==> src/rtl/pipe_ctrl_decoder_if.sv <==
// ID-stage instruction stream and registered ID/EX control bundle of pipe_ctrl_decoder.
// The master is the upstream pipeline; the slave is the decoder.
interface pipe_ctrl_decoder_if #(
    parameter int unsigned ALU_OP_W   = 3,
    parameter int unsigned REG_ADDR_W = 5,
    parameter int unsigned CNT_W      = 8
);
    logic [31:0]           instr_i;
    logic                  instr_valid_i;
    logic                  stall_i;
    logic                  flush_i;

    logic                  RegWrite_o;
    logic                  ALUSrc_o;
    logic                  RegDst_o;
    logic                  Branch_o;
    logic                  BranchNe_o;
    logic                  MemRead_o;
    logic                  MemWrite_o;
    logic                  MemtoReg_o;
    logic                  Jump_o;
    logic [ALU_OP_W-1:0]   ALU_op_o;
    logic [REG_ADDR_W-1:0] wb_addr_o;
    logic                  ctrl_valid_o;
    logic                  illegal_o;
    logic                  hazard_stall_o;
    logic [CNT_W-1:0]      illegal_cnt_o;

    modport master (
        output instr_i, instr_valid_i, stall_i, flush_i,
        input  RegWrite_o, ALUSrc_o, RegDst_o, Branch_o, BranchNe_o, MemRead_o, MemWrite_o,
        input  MemtoReg_o, Jump_o, ALU_op_o, wb_addr_o, ctrl_valid_o, illegal_o,
        input  hazard_stall_o, illegal_cnt_o
    );

    modport slave (
        input  instr_i, instr_valid_i, stall_i, flush_i,
        output RegWrite_o, ALUSrc_o, RegDst_o, Branch_o, BranchNe_o, MemRead_o, MemWrite_o,
        output MemtoReg_o, Jump_o, ALU_op_o, wb_addr_o, ctrl_valid_o, illegal_o,
        output hazard_stall_o, illegal_cnt_o
    );
endinterface

==> src/rtl/pipe_ctrl_decoder.sv <==
// Pipelined MIPS main-control decoder: decodes the ID opcode, registers the control bundle
// into ID/EX, and detects load-use hazards against the bundle already in ID/EX.
module pipe_ctrl_decoder #(
    parameter int unsigned ALU_OP_W   = 3,
    parameter int unsigned REG_ADDR_W = 5,
    parameter int unsigned CNT_W      = 8,
    parameter bit          EN_HAZARD  = 1'b1
) (
    input logic                clk_i,
    input logic                rst_i,
    pipe_ctrl_decoder_if.slave bus
);

    localparam logic [5:0] OpRtype = 6'b000000;
    localparam logic [5:0] OpAddi  = 6'b001000;
    localparam logic [5:0] OpSlti  = 6'b001010;
    localparam logic [5:0] OpBeq   = 6'b000100;
    localparam logic [5:0] OpBne   = 6'b000101;
    localparam logic [5:0] OpLw    = 6'b100011;
    localparam logic [5:0] OpSw    = 6'b101011;
    localparam logic [5:0] OpJ     = 6'b000010;

    typedef struct packed {
        logic                  valid;
        logic                  illegal;
        logic                  reg_write;
        logic                  alu_src;
        logic                  reg_dst;
        logic                  branch;
        logic                  branch_ne;
        logic                  mem_read;
        logic                  mem_write;
        logic                  mem_to_reg;
        logic                  jump;
        logic [ALU_OP_W-1:0]   alu_op;
        logic [REG_ADDR_W-1:0] wb_addr;
    } bundle_t;

    logic [5:0]            op;
    logic [REG_ADDR_W-1:0] rs;
    logic [REG_ADDR_W-1:0] rt;
    logic [REG_ADDR_W-1:0] rd;
    logic                  unused_bits;

    assign op          = bus.instr_i[31:26];
    assign rs          = REG_ADDR_W'(bus.instr_i[25:21]);
    assign rt          = REG_ADDR_W'(bus.instr_i[20:16]);
    assign rd          = REG_ADDR_W'(bus.instr_i[15:11]);
    assign unused_bits = ^bus.instr_i[10:0];

    bundle_t          dec;
    bundle_t          bundle_q;
    logic [CNT_W-1:0] cnt_q;
    logic             rs_used;
    logic             rt_used;
    logic             load_use;
    logic             hazard;

    always_comb begin
        dec       = '0;
        dec.valid = 1'b1;
        rs_used   = 1'b1;
        rt_used   = 1'b0;
        unique case (op)
            OpRtype: begin
                dec.reg_write = 1'b1;
                dec.reg_dst   = 1'b1;
                dec.alu_op    = ALU_OP_W'(3'b010);
                rt_used       = 1'b1;
            end
            OpAddi: begin
                dec.reg_write = 1'b1;
                dec.alu_src   = 1'b1;
                dec.alu_op    = ALU_OP_W'(3'b110);
            end
            OpSlti: begin
                dec.reg_write = 1'b1;
                dec.alu_src   = 1'b1;
                dec.alu_op    = ALU_OP_W'(3'b111);
            end
            OpBeq: begin
                dec.branch = 1'b1;
                dec.alu_op = ALU_OP_W'(3'b001);
                rt_used    = 1'b1;
            end
            OpBne: begin
                dec.branch    = 1'b1;
                dec.branch_ne = 1'b1;
                dec.alu_op    = ALU_OP_W'(3'b001);
                rt_used       = 1'b1;
            end
            OpLw: begin
                dec.reg_write  = 1'b1;
                dec.alu_src    = 1'b1;
                dec.mem_read   = 1'b1;
                dec.mem_to_reg = 1'b1;
            end
            OpSw: begin
                dec.alu_src   = 1'b1;
                dec.mem_write = 1'b1;
                rt_used       = 1'b1;
            end
            OpJ: begin
                dec.jump = 1'b1;
                rs_used  = 1'b0;
            end
            default: begin
                // Loads as a valid no-op so downstream can trap on it.
                dec.illegal = 1'b1;
                rs_used     = 1'b0;
            end
        endcase
        dec.wb_addr = dec.reg_dst ? rd : rt;
    end

    // A bubble in ID/EX never has mem_read set, so a held instruction is reaccepted next cycle.
    always_comb begin
        load_use = bundle_q.valid && bundle_q.mem_read && (bundle_q.wb_addr != '0) &&
                   ((rs_used && (rs == bundle_q.wb_addr)) || (rt_used && (rt == bundle_q.wb_addr)));
        hazard   = EN_HAZARD && bus.instr_valid_i && !bus.flush_i && load_use;
    end

    always_ff @(posedge clk_i) begin
        if (rst_i) begin
            bundle_q <= '0;
            cnt_q    <= '0;
        end else if (bus.flush_i) begin
            bundle_q <= '0;
        end else if (bus.stall_i) begin
            bundle_q <= bundle_q;
        end else if (hazard) begin
            bundle_q <= '0;
        end else if (bus.instr_valid_i) begin
            bundle_q <= dec;
            if (dec.illegal && (cnt_q != {CNT_W{1'b1}})) begin
                cnt_q <= cnt_q + 1'b1;
            end
        end else begin
            bundle_q <= '0;
        end
    end

    assign bus.RegWrite_o     = bundle_q.reg_write;
    assign bus.ALUSrc_o       = bundle_q.alu_src;
    assign bus.RegDst_o       = bundle_q.reg_dst;
    assign bus.Branch_o       = bundle_q.branch;
    assign bus.BranchNe_o     = bundle_q.branch_ne;
    assign bus.MemRead_o      = bundle_q.mem_read;
    assign bus.MemWrite_o     = bundle_q.mem_write;
    assign bus.MemtoReg_o     = bundle_q.mem_to_reg;
    assign bus.Jump_o         = bundle_q.jump;
    assign bus.ALU_op_o       = bundle_q.alu_op;
    assign bus.wb_addr_o      = bundle_q.wb_addr;
    assign bus.ctrl_valid_o   = bundle_q.valid;
    assign bus.illegal_o      = bundle_q.illegal;
    assign bus.hazard_stall_o = hazard;
    assign bus.illegal_cnt_o  = cnt_q;

endmodule

==> src/flat_wrapper.sv <==
// flat-port wrapper written by rule: the top's interface ports become plain ports
module pipe_ctrl_decoder_flat 
#(
    parameter int unsigned ALU_OP_W   = 3,
    parameter int unsigned REG_ADDR_W = 5,
    parameter int unsigned CNT_W      = 8,
    parameter bit          EN_HAZARD  = 1'b1
)
  (clk_i, rst_i, bus_instr_i, bus_instr_valid_i, bus_stall_i, bus_flush_i, bus_RegWrite_o, bus_ALUSrc_o, bus_RegDst_o, bus_Branch_o, bus_BranchNe_o, bus_MemRead_o, bus_MemWrite_o, bus_MemtoReg_o, bus_Jump_o, bus_ALU_op_o, bus_wb_addr_o, bus_ctrl_valid_o, bus_illegal_o, bus_hazard_stall_o, bus_illegal_cnt_o);
  pipe_ctrl_decoder_if #(.ALU_OP_W(ALU_OP_W), .REG_ADDR_W(REG_ADDR_W), .CNT_W(CNT_W)) bus_i ();
  input logic clk_i;
  input logic rst_i;
  input wire logic [$bits(bus_i.instr_i)-1:0] bus_instr_i;
  input wire logic [$bits(bus_i.instr_valid_i)-1:0] bus_instr_valid_i;
  input wire logic [$bits(bus_i.stall_i)-1:0] bus_stall_i;
  input wire logic [$bits(bus_i.flush_i)-1:0] bus_flush_i;
  output wire logic [$bits(bus_i.RegWrite_o)-1:0] bus_RegWrite_o;
  output wire logic [$bits(bus_i.ALUSrc_o)-1:0] bus_ALUSrc_o;
  output wire logic [$bits(bus_i.RegDst_o)-1:0] bus_RegDst_o;
  output wire logic [$bits(bus_i.Branch_o)-1:0] bus_Branch_o;
  output wire logic [$bits(bus_i.BranchNe_o)-1:0] bus_BranchNe_o;
  output wire logic [$bits(bus_i.MemRead_o)-1:0] bus_MemRead_o;
  output wire logic [$bits(bus_i.MemWrite_o)-1:0] bus_MemWrite_o;
  output wire logic [$bits(bus_i.MemtoReg_o)-1:0] bus_MemtoReg_o;
  output wire logic [$bits(bus_i.Jump_o)-1:0] bus_Jump_o;
  output wire logic [$bits(bus_i.ALU_op_o)-1:0] bus_ALU_op_o;
  output wire logic [$bits(bus_i.wb_addr_o)-1:0] bus_wb_addr_o;
  output wire logic [$bits(bus_i.ctrl_valid_o)-1:0] bus_ctrl_valid_o;
  output wire logic [$bits(bus_i.illegal_o)-1:0] bus_illegal_o;
  output wire logic [$bits(bus_i.hazard_stall_o)-1:0] bus_hazard_stall_o;
  output wire logic [$bits(bus_i.illegal_cnt_o)-1:0] bus_illegal_cnt_o;
  assign bus_i.instr_i = bus_instr_i;
  assign bus_i.instr_valid_i = bus_instr_valid_i;
  assign bus_i.stall_i = bus_stall_i;
  assign bus_i.flush_i = bus_flush_i;
  assign bus_RegWrite_o = bus_i.RegWrite_o;
  assign bus_ALUSrc_o = bus_i.ALUSrc_o;
  assign bus_RegDst_o = bus_i.RegDst_o;
  assign bus_Branch_o = bus_i.Branch_o;
  assign bus_BranchNe_o = bus_i.BranchNe_o;
  assign bus_MemRead_o = bus_i.MemRead_o;
  assign bus_MemWrite_o = bus_i.MemWrite_o;
  assign bus_MemtoReg_o = bus_i.MemtoReg_o;
  assign bus_Jump_o = bus_i.Jump_o;
  assign bus_ALU_op_o = bus_i.ALU_op_o;
  assign bus_wb_addr_o = bus_i.wb_addr_o;
  assign bus_ctrl_valid_o = bus_i.ctrl_valid_o;
  assign bus_illegal_o = bus_i.illegal_o;
  assign bus_hazard_stall_o = bus_i.hazard_stall_o;
  assign bus_illegal_cnt_o = bus_i.illegal_cnt_o;
  pipe_ctrl_decoder #(.ALU_OP_W(ALU_OP_W), .REG_ADDR_W(REG_ADDR_W), .CNT_W(CNT_W), .EN_HAZARD(EN_HAZARD)) u_core (.clk_i(clk_i), .rst_i(rst_i), .bus(bus_i));
endmodule
==> config.mk <==
export PLATFORM = sky130hd
export DESIGN_NAME = pipe_ctrl_decoder_flat
export DESIGN_NICKNAME = d
export VERILOG_FILES = /design/src/rtl/pipe_ctrl_decoder_if.sv /design/src/rtl/pipe_ctrl_decoder.sv /design/src/flat_wrapper.sv
export SDC_FILE = /design/constraint.sdc
export NUM_CORES = 1
export LEC_CHECK = 0
export ABC_CLOCK_PERIOD_IN_PS = 1700
export BUFFER_PORTS_ARGS = -buffer_cell sky130_fd_sc_hd__buf_2
export CAP_MARGIN = 20
export CORE_ASPECT_RATIO = 1.5
export CORE_MARGIN = 1
export CORE_UTILIZATION = 45
export CTS_CLUSTER_DIAMETER = 50
export CTS_CLUSTER_SIZE = 25
export DETAILED_ROUTE_END_ITERATION = 8
export PLACE_DENSITY = 0.78
export SLEW_MARGIN = 20
export SYNTH_ARGS = -nofsm -noshare
export SYNTH_HDL_FRONTEND = slang
export SYNTH_SLANG_ARGS = --single-unit
==> constraint.sdc <==
create_clock -name clk_i -period 1.7 [get_ports clk_i]
set_input_delay 0.17 -clock clk_i [delete_from_list [all_inputs] [get_ports clk_i]]
set_output_delay 0.17 -clock clk_i [all_outputs]
set_load 0.01 [all_outputs]
Word-level counts from Yosys, hierarchy flattened
Index checks and enable logic that the tools add are counted.

storage, ports and cells
  register bits after elaboration = 27
  bits in latches = 0
  bits in read-only memories = 0
  word-level logic and storage cells = 63
  memory bits (writable) = 0
  output and inout bits = 28
  input port bits = 37
  memories = 0

operators by class
  equal/unequal tests = 10
  $add $sub $neg = 1
  reductions and logical operators = 20
  magnitude comparators = 0
  bitwise gates (word level) = 3
  shift-type cells = 0
  muxes and demuxes = 15
  multipliers = 0
  div/mod/pow operators = 0

operator list
  kind                                                 count
  2-to-1 mux 19 bit                                    2
  equality test 6 x 3 -> 1 bit, second input constant  2
  equality test 6 x 4 -> 1 bit, second input constant  2
  equality test 6 bit, second input constant           2
  case mux 3 bit (4 select lines)                      1
  OR reduction 4 bit                                   3
  2-to-1 mux 1 bit                                     11
  equality test 5 bit                                  2
  adder 8 x 1 -> 8 bit, second input constant          1
  logical AND 1 bit                                    8
  != test 8 bit, second input constant                 1
  OR reduction 8 bit                                   1
  OR reduction 7 bit                                   1
  equality test 6 x 2 -> 1 bit, second input constant  1
  logical NOT 6 bit                                    1
  2-to-1 mux 5 bit                                     1
  AND reduction 5 bit                                  1
  nonzero test 5 bit                                   1
  OR reduction 2 bit                                   2
  NOT 1 bit                                            3
  logical NOT 1 bit                                    1
  logical OR 1 bit                                     1

Longest topological paths before layout
  word-level depth = 9
  mapped depth = 7
  gate-level depth less buffers = 6

Least setup slack after synthesis
No wires, ideal clock.

  kind = input port to flip-flop
  start point = input bus_stall_i
  end point = register u_core.cnt_q[2], in the netlist u_core.bus.illegal_cnt_o[2]
  data arrival time = 1.414 ns
  path buffers = 0
  path slack = 0.156 ns
  library setup time = 0.129 ns
  required time = 1.571 ns
  stages on the path = 5
  path through = or3b_1 o41ai_4 nand3_1 xnor2_1 nor2b_1

between the ends
  cells in the longest elaborated chain, start to end = 2

ends and longest elaborated chain
  element                        line                      source
  start: declaration             flat_wrapper.sv:15        input wire logic [$bits(bus_i.stall_i)-1:0] bus_stall_i;
  NOT 1 bit (no line)            --
  AND reduction 5 bit (no line)  --
  end signal: assignment         pipe_ctrl_decoder.sv:136  cnt_q <= cnt_q + 1'b1;
  end: declaration               pipe_ctrl_decoder.sv:53   logic [CNT_W-1:0] cnt_q;

No other way between the ends.
A chain may end at the register's enable or synchronous reset.

Worst setup path in the final report
  start point = register u_core.bundle_q, in the netlist u_core.bus.MemRead_o
  end point = output bus_hazard_stall_o

between the ends
  cells in the longest elaborated chain, start to end = 4

ends and longest elaborated chain
  element                          line                      source
  start: declaration               pipe_ctrl_decoder.sv:52   bundle_t bundle_q;
  start signal: assignment         pipe_ctrl_decoder.sv:130  bundle_q <= bundle_q;
  logical AND 1 bit (3 in series)  pipe_ctrl_decoder.sv:118  load_use = bundle_q.valid && bundle_q.mem_read && (bundle_q.wb_addr != '0) &&
  logical AND 1 bit                pipe_ctrl_decoder.sv:120  hazard = EN_HAZARD && bus.instr_valid_i && !bus.flush_i && load_use;
  end: declaration                 flat_wrapper.sv:30        output wire logic [$bits(bus_i.hazard_stall_o)-1:0] bus_hazard_stall_o;

No other way between the ends.

==> impl_metrics.csv <==
group,metric,value,unit
critical_path,critical_path_class,"register to output port",
timing,rsz0062_at_grt,"false",
min_path,hold_path_end,"u_core.bus.wb_addr_o[1]$_SDFFE_PP0N_",
clock_tree,cts_buffer_depth,2,
routing,wl,3304,um
critical_path,timing.rr.end,"u_core.bus.illegal_cnt_o[5]$_SDFFE_PP0P_",
grt,grt_pass1_wl,5423,um
grt,grt_max_degree,15,
clock_tree,numCtsBuffers,3,
timing,tightestPinTransition,0.4402,ns
logic_synthesis,yosysWarningCount,0,
timing,maxSlewViolCount,0,
routing,drc,0,
grt,grt_util_met2,36.42,%
flow_run,max_cap_violations,0,
timing,fmax,627.6,MHz
logic_synthesis,yosys.area_share.adder,0.9285,%
timing,finalHoldViolCount,0,
critical_path,r2r-start,"u_core.bus.illegal_cnt_o[0]$_SDFFE_PP0P_",
timing,finalSetupViolCount,0,
power_and_ir_drop,power_density,662.9,nW/um^2
power_and_ir_drop,cellLeakagePower,0.8586,nW
grt,grt_usage,22.46,%
logic_synthesis,synth_ff_type,"dfxtp_1",
logic_synthesis,synth_mux_area_share,3.714,%
timing,fin_skew,0.001869,ns
logic_synthesis,yosys-top-cells-area,"dfxtp_1, xor2_1, nand2_1, o21ai_0, mux2i_1",
routing,wl_per_cell,12.96,um
logic_synthesis,ys_async_sr_fraction,0,%
finish,mostFrequentLayoutCells,"buf_2, nand2_1, dfxtp_1",
logic_synthesis,synth_top_area_cell,"dfxtp_1",
clock_tree,cts_tree,"yes",
critical_path,end_kind,"output port",
critical_path,critPathMaxFanout,4,
clock_tree,clock_sinks,26,
timing,finalCritPeriodShare,93.73,%
clock_tree,cts_root_buf,"clkbuf_8",
power_and_ir_drop,p_total,1.177,mW
logic_synthesis,synth_cells,156,
critical_path,arrival,1.42,ns
floorplanning,ios,65,
routing,vias,1366,
routing,drt-initial-drc-count,33,
finish,layout.nets,255,
critical_path,r2r_setup_slack,0.22,ns
grt,globalRoute.busiestLayer,"met2",
grt,met3_usage,3.403,%
logic_synthesis,syn_avg_cell_area,8.638,um^2
floorplanning,core,2883,um^2
timing,fin_crit,1.593,ns
logic_synthesis,syn_nets,194,
min_path,worstHoldStart,"bus_instr_i[12]",
routing,drt_pass1_iterations,4,
logic_synthesis,synth_edf_count,0,
finish,multi_input_area,795.8,um^2
finish,final_common_cell,"buf_2",
min_path,hp-class,"primary input to register",
floorplanning,start_util,46.74,%
power_and_ir_drop,vdd_drop_max,509.0,uV
routing,avgViaCountPerCell,5.357,
floorplanning,rows,24,
grt,antenna_found_initial,0,
finish,drive_above_1_share,36.57,%
critical_path,ff2ff_path_depth,6,
min_path,hold_depth,3,
place,place.gp.congestion,0.8982,
finish,fill_cells,270,
logic_synthesis,synth_compound_area_share,15.97,%
grt,grt_pass1_vias,1304,
logic_synthesis,synth_top_area_share,38.63,%
logic_synthesis,yosysSeqAreaShare,38.63,%
run_status,status,"finished, final reports clean",
logic_synthesis,synth-xor-area-share,11.05,%
logic_synthesis,synth_top_family_by_area,"simple AND/OR/NAND/NOR gates",
logic_synthesis,yosysUniqueCellTypes,41,
clock_tree,ctsHtreeMaxLevel,1,
grt,use_met1,27.42,%
routing,ant_nets,0,
finish,antenna_cells,0,
critical_path,critPathLaunchType,"register",
timing,setup_tns,0,ns
clock_tree,clk_pin_slew,0.09,ns
logic_synthesis,synth-simple-area-share,26.65,%
place,dp_hpwl,2508,um
grt,grt.overflow.total,0,
timing,relSlewSlack,70.42,%
logic_synthesis,netlist_area,1348,um^2
critical_path,cp.required,1.53,ns
floorplanning,die-area,3222,um^2
floorplanning,die_w,46.68,um
floorplanning,die_y,69.02,um
finish,seqCellArea,528.0,um^2
clock_tree,insertion_delay,0.27,ns
logic_synthesis,synth-seq-cells,26,
timing,hold_slack,0.1646,ns
place,port_buffers,53,
finish,syn_to_final_growth,31.75,%
finish,final_util,61.59,%
==> flip-flops by register name, summed over array words and instances (netlist names) <==
signal	cells
u_core.bus.ALUSrc_o	1
u_core.bus.MemRead_o	1
u_core.bus.RegWrite_o	1
u_core.bus.BranchNe_o	1
u_core.bus.illegal_cnt_o	8
u_core.bus.Jump_o	1
u_core.bus.illegal_o	1
u_core.bus.ALU_op_o	3
u_core.bus.wb_addr_o	5
u_core.bus.Branch_o	1
u_core.bus.MemWrite_o	1
u_core.bus.ctrl_valid_o	1
u_core.bus.RegDst_o	1
==> Yosys cell counts (2+ instances only) <==
cell type and instances:
inv_1 2, nand3_1 7, nand4b_1 2, nand4_1 6, clkbuf_1 3, o21ai_0 14, mux2i_1 5, nor3_1 4
nand2_1 24, buf_2 3, o31ai_1 3, and3_1 2, nor2_1 12, xor2_1 16, nor2b_1 2, dfxtp_1 26
==> repair_timing <==
item,CTS,global route
pin swaps,1,0
hold buffers,0,0
resized for setup,2,6
gates cloned,0,0
setup buffers,1,0
setup endpoints to repair,1,1
==> critical path, cell delays in order, from the launching register on <==
cell and delay [ns]:
dfxtp_2 0.36, nand4b_1 0.12, a211oi_2 0.24, o2111ai_1 0.16
nand2_1 0.13, buf_2 0.14
==> cell families after synthesis <==
family                     Yosys count
xor gates and xnor gates            17
AOI/OAI and AO/OA                   30
DFF                                 26
muxes                                5
buffers and inverters                9
and+or+nand+nor                     68
adders and majority gates            1
==> area by class of cell <==
cell class	count	share of cell area, %
clock buffers	4	3.101
well taps	39	2.748
inverters	2	0.4228
flip-flops and latches	26	29.74
multi-input cells	121	44.82
repair buffers	63	19.17
==> power by group <==
group	total [mW]	internal (mW)	switching, mW
sequential	0.624	0.616	0.00814
combinational	0.147	0.0668	0.0806
clock	0.405	0.207	0.198
==> metal layers <==
layer | routed length, um | vias up | share of wire, %
met5 | 0 | - | 0
met4 | 73 | 0 | 2.2
met3 | 188 | 7 | 5.7
met2 | 1677 | 52 | 51
met1 | 1364 | 629 | 41
li1 | - | 678 | -
==> through the flow <==
step	worst slack [ns]	cells	instance area, um^2
3_3_place_gp	0.05840	250	1695
5_1_grt	0.008052	255	1775
2_1_floorplan	0.1565	156	1348
6_report	0.1065	255	1775
4_1_cts	0.006670	255	1760
3_5_place_dp	0.02148	250	1695
==> how the worst max path moves through the flow <==
| stage | cells past startpoint | startpoint | end | slack (ns) |
|---|---|---|---|---|
| 6_report | 5 | u_core.bus.MemRead_o$_SDFFE_PP0N_ | bus_hazard_stall_o | 0.11 |
| 5_1_grt | 5 | u_core.bus.MemRead_o$_SDFFE_PP0N_ | bus_hazard_stall_o | 0.008 |
| 4_1_cts | 5 | u_core.bus.MemRead_o$_SDFFE_PP0N_ | bus_hazard_stall_o | 0.007 |
| 3_5_place_dp | 7 | bus_stall_i | u_core.bus.illegal_cnt_o[2]$_SDFFE_PP0P_ | 0.02 |
| 3_3_place_gp | 7 | bus_stall_i | u_core.bus.illegal_cnt_o[2]$_SDFFE_PP0P_ | 0.06 |
| 2_1_floorplan | 5 | bus_stall_i | u_core.bus.illegal_cnt_o[2]$_SDFFE_PP0P_ | 0.16 |
No activity file was read; power rests on OpenSTA's default activity.
